`src/rtl/regfile_mp_sb.sv`:
```
// Multi-port integer register file: x0 hardwired to zero, optional write-through bypass, issue/writeback busy scoreboard.
// Latency: reads are combinational; register data, busy bits and busy_cnt update at the next rising clk edge.
// Backpressure: none; issue and write are accepted every cycle, and consumers decide to stall from rd_busy.
module regfile_mp_sb #(
    parameter int WIDTH  = 32,
    parameter int NREGS  = 32,
    parameter int AW     = 5,
    parameter int NREAD  = 2,
    parameter int BYPASS = 1
) (
    input  logic                   clk,
    input  logic                   rst_n,
    input  logic [NREAD*AW-1:0]    rd_addr,
    output logic [NREAD*WIDTH-1:0] rd_data,
    output logic [NREAD-1:0]       rd_busy,
    input  logic                   we,
    input  logic [AW-1:0]          waddr,
    input  logic [WIDTH-1:0]       wdata,
    input  logic                   issue_valid,
    input  logic [AW-1:0]          issue_rd,
    output logic [AW:0]            busy_cnt,
    output logic                   any_busy
);

    logic [WIDTH-1:0] regMem [NREGS];
    logic [NREGS-1:0] busyBits;
    logic [NREGS-1:0] busyNext;
    logic [AW:0]      busyCnt;
    logic             wrHit;
    logic             issHit;
    logic             cntInc;
    logic             cntDec;

    // Writes and issues that target x0 have no architectural effect.
    assign wrHit  = we && (waddr != '0);
    assign issHit = issue_valid && (issue_rd != '0);

    // Register storage: x0 is cleared on reset and never written, so it always reads zero.
    always_ff @(posedge clk or negedge rst_n) begin
        if (!rst_n) begin
            for (int r = 0; r < NREGS; r++) begin
                regMem[r] <= '0;
            end
        end else if (wrHit) begin
            regMem[waddr] <= wdata;
        end
    end

    // Next busy vector and count deltas; applying the set after the clear makes a new issue win over a completing write.
    always_comb begin
        busyNext = busyBits;
        if (wrHit) begin
            busyNext[waddr] = 1'b0;
        end
        if (issHit) begin
            busyNext[issue_rd] = 1'b1;
        end
        busyNext[0] = 1'b0;
        cntInc = issHit && !busyBits[issue_rd];
        cntDec = wrHit && busyBits[waddr] && !(issHit && (issue_rd == waddr));
    end

    // Busy bits and their running population count move together on the same edge.
    always_ff @(posedge clk or negedge rst_n) begin
        if (!rst_n) begin
            busyBits <= '0;
            busyCnt  <= '0;
        end else begin
            busyBits <= busyNext;
            busyCnt  <= busyCnt + {{AW{1'b0}}, cntInc} - {{AW{1'b0}}, cntDec};
        end
    end

    assign busy_cnt = busyCnt;
    assign any_busy = (busyCnt != '0);

    for (genvar i = 0; i < NREAD; i++) begin : gRead
        logic [AW-1:0]    pAddr;
        logic [WIDTH-1:0] pData;
        logic             pBusy;

        assign pAddr = rd_addr[i*AW +: AW];

        // Per-port read: x0 reads zero and idle; a forwarded write returns wdata and is no longer a hazard.
        always_comb begin
            pData = regMem[pAddr];
            pBusy = busyBits[pAddr];
            if (pAddr == '0) begin
                pData = '0;
                pBusy = 1'b0;
            end else if ((BYPASS != 0) && we && (waddr == pAddr)) begin
                pData = wdata;
                pBusy = 1'b0;
            end
        end

        assign rd_data[i*WIDTH +: WIDTH] = pData;
        assign rd_busy[i]                = pBusy;
    end

endmodule

```
`config.mk`:
```
export PLATFORM = sky130hd
export DESIGN_NAME = regfile_mp_sb
export DESIGN_NICKNAME = d
export VERILOG_FILES = /design/src/rtl/regfile_mp_sb.sv
export SDC_FILE = /design/constraint.sdc
export NUM_CORES = 2
export LEC_CHECK = 0
export CELL_PAD_IN_SITES_DETAIL_PLACEMENT = 1
export CELL_PAD_IN_SITES_GLOBAL_PLACEMENT = 1
export CORE_MARGIN = 10
export CORE_UTILIZATION = 30
export CTS_CLUSTER_SIZE = 14
export DETAILED_ROUTE_END_ITERATION = 10
export PLACE_DENSITY = 0.5
export SYNTH_ARGS = -nofsm -noshare
export SYNTH_HDL_FRONTEND = slang
export SYNTH_SLANG_ARGS = --single-unit
```
`constraint.sdc`:
```
create_clock -name clk -period 4.4 [get_ports clk]
set_clock_uncertainty 0.1 [all_clocks]
set_input_delay 0.88 -clock clk [delete_from_list [all_inputs] [get_ports clk]]
set_output_delay 0.88 -clock clk [all_outputs]
set_load 0.01 [all_outputs]
```
== Yosys cells after proc, flatten, opt, wreduce, memory -nomap -nowiden ==
Cells that the tools add are included.

* Register bits: 1,061
* Output and inout bits: 73
* Logic and storage cells: 104

* $add $sub $neg: 2
* Magnitude comparators: 10
* Eq/ne operators: 3
* Muxes and demuxes: 31
* Bitwise gates (word level): 6
* Reductions and logical operators: 18

{| class="wikitable"
|+ Operator list
! kind !! number
|-
| 1024-bit bitwise mux || 1
|-
| 32-bit two-way mux || 11
|-
| 32-bit binary-select mux with 5-bit select || 2
|-
| 32-bit demux with 5-bit select || 1
|-
| 32-bit bitwise AND || 1
|-
| 32-bit NOT || 1
|-
| 32-bit OR || 1
|-
| 5-bit by 6-bit less-than comparator with 1-bit output (second input constant) || 4
|-
| 1-bit binary-select mux with 5-bit select || 4
|-
| 6-bit greater-or-equal comparator (second input constant) || 3
|-
| 5-bit NOT with 6-bit output || 3
|-
| 5-bit == test || 3
|-
| 1-bit logical AND || 11
|-
| 1-bit demux with 5-bit select || 2
|-
| 5-bit by 1-bit greater-or-equal comparator with 1-bit output (second input constant) || 2
|-
| 5-bit zero test || 2
|-
| 1-bit two-way mux || 10
|-
| 5-bit nonzero test || 2
|-
| 6-bit by 1-bit adder with 6-bit output || 1
|-
| 6-bit by 1-bit less-than comparator with 1-bit output (second input constant) || 1
|-
| 6-bit nonzero test || 1
|-
| 6-bit by 1-bit subtractor with 6-bit output || 1
|-
| 1-bit zero test || 2
|}

== Longest topological paths before layout ==
* Depth after elaboration: 9
* Mapped depth: 17
* Gate-level depth less buffers: 15

== Worst setup path before layout ==
No wires, ideal clock.

* Kind: in2reg
* Start point: input port waddr[0]
* End point: register busyCnt[4] (netlist: busy_cnt[4])
* Library setup time: 0.122 ns
* Arrival time: 3.916 ns
* Path slack: 0.262 ns
* Stages: 16
* Path buffers: 2
* Cells stage by stage: clkbuf_1 > buf_1 > mux4_2 > a22oi_1 > nand2_1 > o31a_1 > ha_1 > inv_1 > ha_1 > inv_1 > fa_1 > inv_1 > a21oi_1 > nor2_1 > nor2_1 > xnor2_1

* Word-level cells in the longest chain between the ends: 5
* Elaborated cells on any way between the ends: 10
* Classes of those cells: add/sub: 1; eq/ne: 1; mux: 2; reduce/logical: 6

{| class="wikitable"
|+ Ends and longest elaborated chain
! element !! line !! source
|-
| from (decl) || 17 || <nowiki>input logic [AW-1:0] waddr,</nowiki>
|-
| 1-bit binary-select mux with 5-bit select (tied with other cells) || 60 || <nowiki>cntDec = wrHit && busyBits[waddr] && !(issHit && (issue_rd == waddr));</nowiki>
|-
| 1-bit two-way mux (implied by the code) (tied with other cells) || 60 ||
|-
| 1-bit logical AND or 1-bit zero test (tied branches) || 60 ||
|-
| 1-bit logical AND (*) || 60 ||
|-
| 6-bit by 1-bit subtractor with 6-bit output (*) || 70 || <nowiki>busyCnt <= busyCnt + {{AW{1'b0}}, cntInc} - {{AW{1'b0}}, cntDec};</nowiki>
|-
| to (signal assigned) || 70 ||
|-
| to (decl) || 28 || <nowiki>logic [AW:0] busyCnt;</nowiki>
|}

Every way passes the cells marked *; elsewhere a longest branch is shown, timed or not. The select of a mux whose other input is x is not followed.
A chain may end at the register's enable or synchronous reset.

== Final worst setup path ==
* Start point: input port waddr[2]
* End point: output port rd_data[43]

* Word-level cells in the longest chain between the ends: 4

{| class="wikitable"
|+ Ends and longest elaborated chain
! element !! line !! source
|-
| 5-bit == test || 91 || <nowiki>end else if ((BYPASS != 0) && we && (waddr == pAddr)) begin</nowiki>
|-
| 1-bit logical AND || 91 ||
|-
| 32-bit two-way mux || 91 ||
|-
| 32-bit two-way mux || 88 || <nowiki>if (pAddr == '0) begin</nowiki>
|-
| to (decl) || 14 || <nowiki>output logic [NREAD*WIDTH-1:0] rd_data,</nowiki>
|}

No other way between the ends.

==> impl_metrics.py <==
metrics = {
    "setup_path": {
        "regToRegStartpoint": "busyBits[27]",
        "crit_top_cell": "buf_4",
        "path_max_fanout": 6,
        "rr_worst_depth": 13,
        "path_depth": 14,
        "reg2reg_to": "busy_cnt[5]",
        "critical_path_class": "input pin to output port",
        "endpoint_kind": "output port",
        "worstPathCellList": "clkdlybuf4s50_1 -> buf_6 -> xnor2_1 -> nand4_1 -> buf_4 -> buf_4 -> o21ai_4 -> buf_6 -> buf_12 -> buf_8 -> a211oi_1 -> buf_4 -> a22o_1 -> buf_2",
        "startpoint_type": "input pin",
        "cp-endpoint": "rd_data[43]",
        "crit_slowest_cell": "clkdlybuf4s50_1",
        "cp_data_required_time_ns": 3.42,
        "rrSetupSlack_ns": 1.20,
        "cp_slowest_stage_delay_ns": 0.47,
        "crit_arrival_ns": 3.41,
        "crit_buf_inv": 9,
        "path_delay_family": "buffers and inverters",
        "crit_start": "waddr[2]",
    },
    "timing": {
        "setup_viol_count_final": 0,
        "tightest_slew_ns": 1.12,
        "min_period_ns": 4.39,
        "max_freq_mhz": 228,
        "hold_viol_final": 0,
        "rsz0062_at_grt": "true",
        "fin_ws_ns": 0.0100,
        "post-route-period-util": 0.998,
        "hold_ws_ns": 0.293,
        "slew_headroom": 0.252,
        "final-max-slew-violation-count": 0,
    },
    "drt": {
        "wl_per_cell_um": 34.5,
        "via_count": 39200,
        "drt_iter0_markers": 2989,
        "ant_nets": 0,
        "drc": 0,
        "wirelength_mm": 237,
        "dr.pass1.iters": 5,
        "via_per_inst": 5.71,
    },
    "synth": {
        "syn_nets": 3974,
        "ys_ff_latch": 1061,
        "avgSynthCellArea_um2": 14.7,
        "yosys_warnings": 0,
        "postSynthCellCount": 3909,
        "yosysUniqueCellTypes": 72,
        "yosys-top-cells-area": "dfrtp_1 (46%), mux4_2 (20%), mux2_2 (10%), mux2_1 (9.7%), clkbuf_1 (1.8%)",
        "yosysTopAreaCellShare": 0.461,
        "synth_top_flop_cell": "dfrtp_1",
        "yosys.area.top_type": "dfrtp_1",
        "synth_seq_area_share": 0.461,
        "synthArstFlopShare": 1.00,
        "synth_edf_count": 0,
        "synthesis.area_mm2": 0.0575,
    },
    "die": {
        "dieArea_mm2": 0.210,
        "start_util": 0.302,
        "row_count": 160,
        "fp.dieW_um": 458,
        "die_h_um": 458,
        "core-area_mm2": 0.190,
        "io_pins": 129,
    },
    "clock_tree": {
        "cts_tree": "built",
        "clockBufferDepth": 3,
        "clock-sinks": 1061,
        "cts_root_buf": "clkbuf_16",
        "cts-buffers-inserted": 133,
        "clk_latency_ns": 0.78,
        "clk_pin_slew_ns": 0.06,
        "htree_levels": 4,
    },
    "final_layout": {
        "num-fill-cells": 19200,
        "postLayoutCoreUtil": 0.371,
        "final_cell_area_mm2": 0.0706,
        "nets": 4318,
        "final_cell_mix": "dfrtp_1 (1061), mux2_2 (525), mux4_2 (523)",
        "drive_gt1_frac": 0.437,
        "layout_commonest_cell": "dfrtp_1",
        "seq_area_mm2": 0.0266,
        "area_growth_pct": 22.7,
        "multiInputGateArea_mm2": 0.0293,
    },
    "placement": {
        "place_ws_ns": -0.678,
        "portBuffers": 128,
        "place_congestion": 0.797,
        "place.detailed.hpwl_mm": 155,
        "dpl-instance-area_mm2": 0.0659,
    },
    "global_routing": {
        "grt_pass1_wl_mm": 336,
        "grt_pass1_vias": 41300,
        "grt_max_degree": 144,
        "grtUsageTotal": 0.223,
        "antenna_found_initial": 13,
        "overflow": 0,
    },
    "outcome": {
        "status": "complete, no violations",
    },
    "min_path": {
        "worst_hold_path_type": "flip-flop to flip-flop",
        "hold_start": "regMem[1020]",
    },
    "pwr": {
        "vdd_drop_max_uv": 486,
        "leakage_nw": 30.8,
        "fin_total_pwr_mw": 31.1,
        "p_per_area_mw_per_mm2": 441,
    },
    "run": {
        "drv_cap": 0,
    },
}
flip-flops by register name, summed over array words and instances, names as in the netlist:
signal    count
busyBits     31
regMem     1024
busy_cnt      6
worst min-delay path by stage:
stage                              end  slack, ns  depth (start not counted)
after floorplan           regMem[1000]       0.34                          1
final                     regMem[1020]       0.29                          0
after global placement     regMem[998]       0.28                          0
after detailed placement  regMem[1020]       0.28                          0
after global routing      regMem[1016]       0.31                          0
after CTS                  regMem[994]       0.30                          0
power by group:
part	internal [mW]	switching, mW	leakage (nW)
registers	11.6	1.42	13.6
logic	3.99	2.96	15.0
clock network	6.53	4.57	2.15
what timing repair did:
item | in CTS | in global routing
endpoints found under the setup margin | 66 | 22
buffers inserted | 16 | 2
endpoints found under the hold margin | 24 | 0
hold buffers | 1 | 0
resized for setup | 152 | 29
gates cloned | 2 | 0
pin swaps | 10 | 5
metrics by stage:
stage / TNS [ns] / cells
after floorplan: 0 / 3909
after global placement: -30.35 / 6609
after detailed placement: -29.25 / 6609
after CTS: -0.172 / 6863
after global routing: -0.0837 / 6867
final: 0 / 6869
worst register-to-register path: stages, from the launching register on:
cell and delay (ns):
dfrtp_1 0.43, mux4_2 0.50, mux4_2 0.47, nand2b_1 0.08, nand3_1 0.08, ha_1 0.30
inv_1 0.04, ha_1 0.18, buf_4 0.13, a21o_1 0.15, a21oi_1 0.22, o21bai_1 0.10
a21oi_1 0.17, xor2_1 0.15
per-layer routing:
metal	up-vias	share of wire	global-route usage
met5	-	0.00014	0
met4	4	0.031	0.0653
met3	304	0.045	0.0307
met2	1102	0.48	0.364
met1	21900	0.45	0.307
li1	15900	-	-
synthesized netlist by cell type, types with 17 or more instances:
master / number
dfrtp_1: 1061
mux2_2: 525
mux4_2: 523
mux2_1: 498
clkbuf_1: 273
nand2_1: 100
mux2i_1: 99
buf_2: 88
a22oi_1: 84
nor2_1: 80
o22ai_1: 57
buf_1: 48
o21ai_0: 38
a22o_1: 30
nand3_1: 29
inv_1: 26
a211oi_1: 25
buf_4: 24
a21oi_1: 23
and3_1: 22
o221ai_1: 21
nor3_1: 18
a221o_1: 17
logic make-up after synthesis:
logic type,count (synthesis),share of synthesized area
flops,1061,0.461
simple gates,327,0.0277
compound gates,373,0.0473
xor+xnor,19,0.00289
mux,1645,0.422
fa+ha+maj,9,0.00209
buf+inv,475,0.0365
cell type report:
| type | instances | share of cell area |
|---|---|---|
| tap | 2511 | 0.0445 |
| clock inverter | 42 | 0.00619 |
| inverter | 28 | 0.00151 |
| sequential | 1061 | 0.376 |
| timing repair buffer | 656 | 0.100 |
| antenna | 5 | 0.000177 |
| clock buffer | 193 | 0.0554 |
| multi-input combinational | 2373 | 0.416 |
(Power assumes the default switching activity.)
